## src/rtl/frame_rx_d64.sv

```systemverilog
// frame_rx_d64: byte-stream deframer for one input channel.
//   Hunts for an SOF byte, shifts in 8 payload bytes (MSB first) and checks
//   a trailing XOR checksum. A good frame updates dataOut with a one-cycle
//   dataEn pulse. A bad checksum or an over-long inter-byte gap drops the
//   frame with a one-cycle frmErr pulse and bumps a saturating error count.
// Ports:
//   clk        rising-edge clock
//   rst        synchronous active-low reset
//   byteIn     received byte, qualified by byteValid
//   byteValid  one byte accepted per cycle when high
//   dataOut    last good 64-bit payload (first byte in [63:56])
//   dataEn     one-cycle pulse, dataOut newly updated
//   frmErr     one-cycle pulse, frame dropped
//   errCnt     saturating count of dropped frames
//   busy       registered, high while a frame is in progress
module frame_rx_d64 #(
  parameter logic [7:0]  SOF     = 8'hAA,
  parameter int unsigned TIMEOUT = 16
) (
  input  logic        clk,
  input  logic        rst,
  input  logic [7:0]  byteIn,
  input  logic        byteValid,
  output logic [63:0] dataOut,
  output logic        dataEn,
  output logic        frmErr,
  output logic [7:0]  errCnt,
  output logic        busy
);

  typedef enum logic [1:0] {IDLE, PAYLOAD, CHECK} state_t;

  // Abort fires on the TIMEOUT-th consecutive idle cycle, i.e. when the
  // counter has already seen TIMEOUT-1 idle cycles.
  localparam logic [15:0] GAP_LAST = 16'(TIMEOUT - 1);

  state_t      state_q, state_d;
  logic [2:0]  idx_q,   idx_d;
  logic [7:0]  acc_q,   acc_d;
  logic [63:0] shift_q, shift_d;
  logic [15:0] gap_q,   gap_d;
  logic [63:0] data_q,  data_d;
  logic        en_q,    en_d;
  logic        err_q,   err_d;
  logic [7:0]  cnt_q,   cnt_d;
  logic        busy_q,  busy_d;

  always_comb begin
    state_d = state_q;
    idx_d   = idx_q;
    acc_d   = acc_q;
    shift_d = shift_q;
    gap_d   = gap_q;
    data_d  = data_q;
    en_d    = 1'b0;
    err_d   = 1'b0;
    cnt_d   = cnt_q;

    case (state_q)
      IDLE: begin
        gap_d = '0;
        if (byteValid && byteIn == SOF) begin
          state_d = PAYLOAD;
          idx_d   = '0;
          acc_d   = '0;
        end
      end
      PAYLOAD, CHECK: begin
        if (byteValid) begin
          // An arriving byte always beats the timeout.
          gap_d = '0;
          if (state_q == PAYLOAD) begin
            shift_d = {shift_q[55:0], byteIn};
            acc_d   = acc_q ^ byteIn;
            idx_d   = idx_q + 3'd1;
            if (idx_q == 3'd7) state_d = CHECK;
          end else begin
            state_d = IDLE;
            if (byteIn == acc_q) begin
              data_d = shift_q;
              en_d   = 1'b1;
            end else begin
              err_d  = 1'b1;
            end
          end
        end else if (gap_q == GAP_LAST) begin
          state_d = IDLE;
          gap_d   = '0;
          err_d   = 1'b1;
        end else begin
          gap_d = gap_q + 16'd1;
        end
      end
      default: state_d = IDLE;
    endcase

    if (err_d && cnt_q != 8'hFF) cnt_d = cnt_q + 8'd1;
    busy_d = (state_d != IDLE);
  end

  always_ff @(posedge clk) begin
    if (!rst) begin
      state_q <= IDLE;
      idx_q   <= '0;
      acc_q   <= '0;
      shift_q <= '0;
      gap_q   <= '0;
      data_q  <= '0;
      en_q    <= 1'b0;
      err_q   <= 1'b0;
      cnt_q   <= '0;
      busy_q  <= 1'b0;
    end else begin
      state_q <= state_d;
      idx_q   <= idx_d;
      acc_q   <= acc_d;
      shift_q <= shift_d;
      gap_q   <= gap_d;
      data_q  <= data_d;
      en_q    <= en_d;
      err_q   <= err_d;
      cnt_q   <= cnt_d;
      busy_q  <= busy_d;
    end
  end

  assign dataOut = data_q;
  assign dataEn  = en_q;
  assign frmErr  = err_q;
  assign errCnt  = cnt_q;
  assign busy    = busy_q;

endmodule
```

## config.mk

```make
export PLATFORM = sky130hd
export DESIGN_NAME = frame_rx_d64
export DESIGN_NICKNAME = d
export VERILOG_FILES = /design/src/rtl/frame_rx_d64.sv
export SDC_FILE = /design/constraint.sdc
export NUM_CORES = 1
export LEC_CHECK = 0
export ABC_AREA = 1
export CAP_MARGIN = 0
export CORE_UTILIZATION = 55
export CTS_CLUSTER_SIZE = 30
export DETAILED_ROUTE_END_ITERATION = 10
export PLACE_DENSITY = 0.77
export SLEW_MARGIN = 20
export SYNTH_ARGS = -nofsm -noshare
export SYNTH_HDL_FRONTEND = slang
export SYNTH_SLANG_ARGS = --single-unit
export TNS_END_PERCENT = 5
```

## constraint.sdc

```tcl
create_clock -name clk -period 2.54 [get_ports clk]
set_clock_uncertainty 0.1 [all_clocks]
set_input_delay 0.635 -clock clk [delete_from_list [all_inputs] [get_ports clk]]
set_output_delay 0.635 -clock clk [all_outputs]
set_load 0.005 [all_outputs]
```

==> results of run 1 <==
-- flip-flops by register name (all words and copies together) (netlist names) --
name     flops
dataOut     64
shift_q     64
gap_q       16
acc_q        8
errCnt       8
idx_q        3
state_q      2
busy         1
dataEn       1
frmErr       1
-- kinds of logic (layout without fill, tap and decap cells) --
logic type,after synthesis,count (layout),synth area share
AO/OA/AOI/OAI,233,233,0.179
buffers and inverters,151,232,0.101
XOR/XNOR,11,11,0.0147
flip-flops,168,168,0.513
AND/OR/NAND/NOR,295,295,0.179
adder cells (fa/ha/maj),7,7,0.0134
-- layout by cell type (no fill, tap or decap), types with 6 or more instances in the layout --
| cell | synthesis | routed |
|---|---|---|
| xor2_1 | 6 | 6 |
| o21ai_0 | 98 | 98 |
| nand3_1 | 19 | 19 |
| nor3_1 | 8 | 8 |
| clkbuf_16 | 0 | 17 |
| nor2_1 | 169 | 169 |
| buf_4 | 0 | 9 |
| dfxtp_1 | 168 | 168 |
| o21ai_1 | 45 | 45 |
| ha_1 | 7 | 7 |
| nand2_1 | 89 | 89 |
| clkdlybuf4s50_1 | 0 | 84 |
| inv_1 | 102 | 101 |
| a21oi_1 | 86 | 86 |
-- through the flow --
step | util | total power, uW
after floorplan | - | 2790
after global placement | 0.647 | 2830
after detailed placement | 0.647 | 2830
after CTS | 0.701 | 5460
after global routing | 0.701 | 5600
final | 0.701 | 5430
-- per-layer routing --
metal	GRT usage	vias up
li1	-	2901
met1	0.287	2433
met2	0.359	95
met3	0.0394	20
met4	0.0928	0
met5	0	-
-- cell type report --
type	instances	area (sq um)
well taps	143	179
multi-input cells	546	2540
repair buffers	97	988
fillers	963	3440
clock buffers	26	509
flip-flops and latches	168	3360
clock inverters	6	111
inverters	103	387
-- power by group through the flow --
stage / combinational [uW] / clock [uW] / sequential, uW
after floorplan: 88.6 / 0 / 2700
after global placement: 131 / 0 / 2700
after detailed placement: 132 / 0 / 2700
after global routing: 152 / 2810 / 2640
final: 132 / 2650 / 2640
after CTS: 133 / 2690 / 2640
-- worst register-to-register path, cell delays in order (launching register included) --
cell     delay, ns
dfxtp_1       0.37
inv_1         0.07
ha_1          0.41
inv_2         0.12
or2_1         0.25
nor2_2        0.16
nand3_4       0.13
buf_12        0.22
o21ai_0       0.25
a21oi_1       0.06
-- worst min-delay path by stage --
stage,start,endpoint,slack (ns),depth (start not counted)
2_1_floorplan,dataOut[10],dataOut[10],0.34,2
3_3_place_gp,dataOut[61],dataOut[61],0.33,2
3_5_place_dp,dataOut[57],dataOut[57],0.33,2
4_1_cts,dataOut[57],dataOut[57],0.34,2
5_1_grt,dataOut[15],dataOut[15],0.36,2
6_report,dataOut[57],dataOut[57],0.34,2
==> results by group, run 1 <==
Route
  • TritonRoute pass-1 iters: 10
  • Top sig layer: met4
  • Met2 WL post-DR: 6080 um
  • Antenna-violating nets left: 0
  • Routed wire length on met3: 408 um
  • WL final: 12800 um
  • Met1 Routed Length: slightly above 6000 um
  • Routed length per placed instance: about 12 um
  • DRC viols: 8
  • Routed vias: 5449
  • Vias per Instance: 5.00
  • DRT iter0 DRCs: 300

Clock network
  • Root buf cell: clkbuf_16
  • # hold bufs at CTS: 0
  • H-tree depth: 4
  • TritonCTS clock tree: done
  • Clock Latency Late Sink: ~0.4 ns
  • Worst-path clk slew: 0.06 ns
  • CTS Buffer Depth: 2
  • Sinks on Clock Net: 168
  • Postcts setup bufs: 0
  • CTS Buf Count: 17
  • Post-CTS sizing: 0

Pwr
  • Pleak: 0.00300 uW
  • Internal power: 4370 uW
  • Gate power share: 0.024
  • Psw: 1060 uW
  • Power density over the cells: 672 nW/um^2
  • Sequential Power Share: 0.486
  • Max VDD drop: approximately 390 uV
  • Switching power share of the total: 0.195
  • Clock Power Share: 0.489

Synthesis
  • Asr flop ratio synth: 0
  • Count leader, synth: nor2_1
  • Top_reg_cell synth: dfxtp_1
  • Synthesized area per cell: 7.58 sq um
  • Yosys warns: 0
  • EDFF count, synth: 0
  • Most common library cells after synthesis: 169 x nor2_1, 168 x dfxtp_1, 102 x inv_1, 98 x o21ai_0, 89 x nand2_1
  • Synthesized Nets: 883
  • Area contributors post-synth: dfxtp_1 51%, nor2_1 9.7%, o21ai_0 7.5%, a21oi_1 6.6%, inv_1 5.8%
  • Seq/Total Area, Yosys: 0.513
  • Yosys cell types: 26
  • Post-synth design cell area: 6550 sq um
  • Share of the synthesized area in the top cell type: 0.513
  • Post-Synthesis Cells: slightly below 900
  • Synthesis-stage register bit count: ~170
  • Cell taking the most area after synthesis: dfxtp_1

Worst setup path
  • Reg-to-reg endpoint: dataOut[1]
  • CP delay by family, top: simple AND/OR/NAND/NOR gates
  • CP max stage cell: ha_1
  • Arrival time worst endpoint: approximately 2.4 ns
  • Kind of critical path: reg2reg
  • Setup crit start: state_q[0]
  • Crit. path cell count: 9
  • Delay of the slowest cell on the worst path: 0.40 ns
  • Worst flop-to-flop path startpoint: state_q[0]
  • Worst reg2reg setup slack: 0.31 ns
  • Worst Path Buf+Inv: 3
  • CP endpoint kind: register
  • CP Capture Point: dataOut[1]
  • Reg2reg path depth: 9
  • Worst endpoint required time: 2.74 ns
  • Crit Path Max Fanout: 66
  • Crit start category: register
  • CP Cell Sequence: inv_1 -> ha_1 -> inv_2 -> or2_1 -> nor2_2 -> nand3_4 -> buf_12 -> o21ai_0 -> a21oi_1

Floorplan
  • Rows: 39
  • Die Ht: 111 um
  • Die area: 12400 sq um
  • Die X: around 110 um
  • Initial Util: 0.569
  • Core Area: 11500 sq um
  • I/O pins: 86

STA
  • Hold_ws: ~0.34 ns
  • RSZ-0062 raised after global routing: false
  • Tightest Pin Transition: 0.409 ns
  • Total Neg Setup Slack: 0 ns
  • Fin crit period: 2.23 ns
  • Slew headroom: 0.727
  • Number of setup violations in the final report: 0
  • Final hold vios: 0
  • Final worst path period share: 0.879
  • Max-slew violations: 0
  • Final worst slack: 0.307 ns
  • Max Fclk: 0.448 GHz

Placed design
  • Post-DP HPWL: ~8600 um
  • DP Worst Slack: 0.0444 ns
  • Gp weighted congestion: 0.839
  • Area after DPL: roughly 7500 sq um
  • Placed cell count: 1057
  • Buffers on Ports: 85

Hold path
  • Hold Crit Class: reg2reg

Cells and area
  • Final Net Count: 951
  • Area of all placed cells without fillers: 8080 sq um
  • Diodes inserted: 0
  • Synth-to-Final Area Change: 23.2%
  • Layout cells sized above 1: 0.0486
  • Fin cells: 1089

Global routing
  • Initial antenna violation count: 0
  • First-pass GRT wire length: 22200 um
  • Gr usage total: 0.220
  • Largest net degree at the start of global routing: 69
  • Vias in the first global route: 4863
  • Grt total ovfl: 0

Outcome
  • Outcome: finished with violations
  • Failing checks: DRC

Run
  • Max-cap viol count: 0
No activity file was read; power rests on OpenSTA's default activity.
==> run 2: changes to the inputs <==
Settings changed: CORE_UTILIZATION 55 to 63, DONT_BUFFER_PORTS from default to 1, PLACE_DENSITY 0.77 to 0.76.
==> results by group, run 2 (synthesis gave the netlist of run 1 again) <==
STA
  • Fin crit period: 2.24 ns (was 2.23 ns)
  • Slew headroom: 0.647 (was 0.727)
  • Max Fclk: 0.447 GHz (was 0.448 GHz)
  • Final worst path period share: 0.881 (was 0.879)
  • Final hold vios: 0 (unchanged)
  • Max-slew violations: 0 (unchanged)
  • RSZ-0062 raised after global routing: false (unchanged)
  • Final worst slack: 0.302 ns (was 0.307 ns)
  • Number of setup violations in the final report: 0 (unchanged)
  • Tightest Pin Transition: 0.529 ns (was 0.409 ns)
  • Total Neg Setup Slack: 0 ns (unchanged)

Route
  • DRT iter0 DRCs: 281 (was 300)
  • WL final: 13100 um (was 12800 um)
  • Routed length per placed instance: 13.3 um (was 11.8 um)
  • Vias per Instance: 5.35 (was 5.00)
  • DRC viols: 0 (was 8)
  • Antenna-violating nets left: 0 (unchanged)
  • Routed vias: 5276 (was 5449)
  • TritonRoute pass-1 iters: 5 (was 10)

Clock network
  • TritonCTS clock tree: done (unchanged)
  • H-tree depth: 4 (unchanged)
  • Clock Latency Late Sink: 0.53 ns (was 0.41 ns)
  • Sinks on Clock Net: 168 (unchanged)
  • Post-CTS sizing: 0 (unchanged)
  • Postcts setup bufs: 0 (unchanged)
  • CTS Buf Count: 17 (unchanged)
  • Root buf cell: clkbuf_8 (was clkbuf_16)
  • Worst-path clk slew: 0.06 ns (about the same)
  • CTS Buffer Depth: 2 (unchanged)
  • # hold bufs at CTS: 0 (unchanged)

Outcome
  • Outcome: complete, no violations (was finished with violations)

Floorplan
  • Die X: 104 um (was 111 um)
  • Core Area: 9910 sq um (was 11500 sq um)
  • Initial Util: 0.661 (was 0.569)
  • Die Ht: 104 um (was 111 um)
  • Die area: 10800 sq um (was 12400 sq um)
  • Rows: 36 (was 39)
  • I/O pins: 86 (unchanged)

Placed design
  • Buffers on Ports: 0 (was 85)
  • Post-DP HPWL: 8570 um (was 8600 um)
  • DP Worst Slack: 0.338 ns (was 0.0444 ns)
  • Gp weighted congestion: 0.858 (was 0.839)

Global routing
  • Grt total ovfl: 0 (unchanged)
  • Largest net degree at the start of global routing: 141 (was 69)
  • Vias in the first global route: 4910 (was 4863)
  • Initial antenna violation count: 0 (unchanged)
  • Gr usage total: 0.250 (was 0.220)
  • First-pass GRT wire length: 22000 um (was 22200 um)

Pwr
  • Pleak: 0.00265 uW (was 0.00300 uW)
  • Max VDD drop: 498 uV (was 389 uV)
  • Power density over the cells: 737 nW/um^2 (was 672 nW/um^2)

Worst setup path
  • Arrival time worst endpoint: 2.53 ns (was 2.43 ns)
  • Worst endpoint required time: 2.84 ns (was 2.74 ns)
  • Crit Path Max Fanout: 10 (was 66)
  • Crit start category: register (unchanged)
  • CP endpoint kind: register (unchanged)
  • Kind of critical path: reg2reg (unchanged)

Cells and area
  • Diodes inserted: 0 (unchanged)
  • Most frequent cells in the layout: 169 x nor2_1, 168 x dfxtp_1, 101 x inv_1, 98 x o21ai_0, 89 x nand2_1 (unchanged)
  • Layout cells sized above 1: 0.0492 (was 0.0486)
  • Commonest non-fill, non-tap cell in the layout: nor2_1 (unchanged)
  • Final Net Count: 859 (was 951)
  • Synth-to-Final Area Change: 8.34% (was 23.2%)

Hold path
  • Hold Crit Class: in2reg (was reg2reg)

Run
  • Max-cap viol count: 0 (unchanged)
run 2: changes by cell type in the layout (fill, tap and decap cells not counted), sizes merged:
cell / delta
clkinv: +4
buf: -8
clkbuf: -7
clkdlybuf4s50: -84
bufinv: -1
clkinvlp: +1
inv: +3
run 2: path summary, 6_finish.rpt:
check | startpoint | to | slack (ns) | cells past startpoint
worst min register to register | dataOut[34] | dataOut[34] | 0.36 | 2
worst max-delay path | state_q[0] | errCnt[5] | 0.30 | 10
worst min-delay path | rst | errCnt[0] | 0.13 | 2
worst max register to register | state_q[0] | errCnt[5] | 0.30 | 10
run 2: final cells by class:
cell class / count / area [sq um]
Clock buffer: 19 / 442
Timing Repair Buffer: 5 / 62.6
Multi-Input combinational cell: 546 / 2540
Fill cell: 829 / 2810
Sequential cell: 168 / 3360
Clock inverter: 13 / 143
Inverter: 103 / 387
Tap cell: 133 / 166
run 2: power by group:
| part | internal (uW) | switching, uW | leakage (uW) |
|---|---|---|---|
| sequential | 2640 | 1.92 | 0.00135 |
| combinational | 31.1 | 51.1 | 0.00101 |
| clock | 1460 | 1050 | 0.000285 |
| total | 4130 | 1100 | 0.00265 |
run 2: metal layers:
metal / vias to the layer above / GRT usage / share of wire
li1: 2726 / - / -
met4: 0 / 0.0990 / 0.021
met2: 128 / 0.421 / 0.48
met5: - / 0 / 0
met1: 2396 / 0.297 / 0.44
met3: 26 / 0.0771 / 0.058
run 2: metrics by stage:
stage,instance area (sq um),instances,hold WS (ns),power [uW],util
2_1_floorplan,6550,865,0.340,2790,-
3_3_place_gp,6520,955,0.353,2780,0.658
3_5_place_dp,6520,955,0.352,2780,0.658
4_1_cts,7100,987,0.115,5250,0.717
5_1_grt,7100,987,0.130,5390,0.717
6_report,7100,987,0.134,5230,0.717
run 2: critical path, cell delays in order, from the launching register on:
cell     delay [ns]
dfxtp_1        0.37
inv_1          0.07
ha_1           0.40
inv_2          0.11
or2_1          0.25
nor2_2         0.16
nand2_1        0.12
nand2_2        0.17
nand2_1        0.18
nand2_1        0.11
a21oi_1        0.06
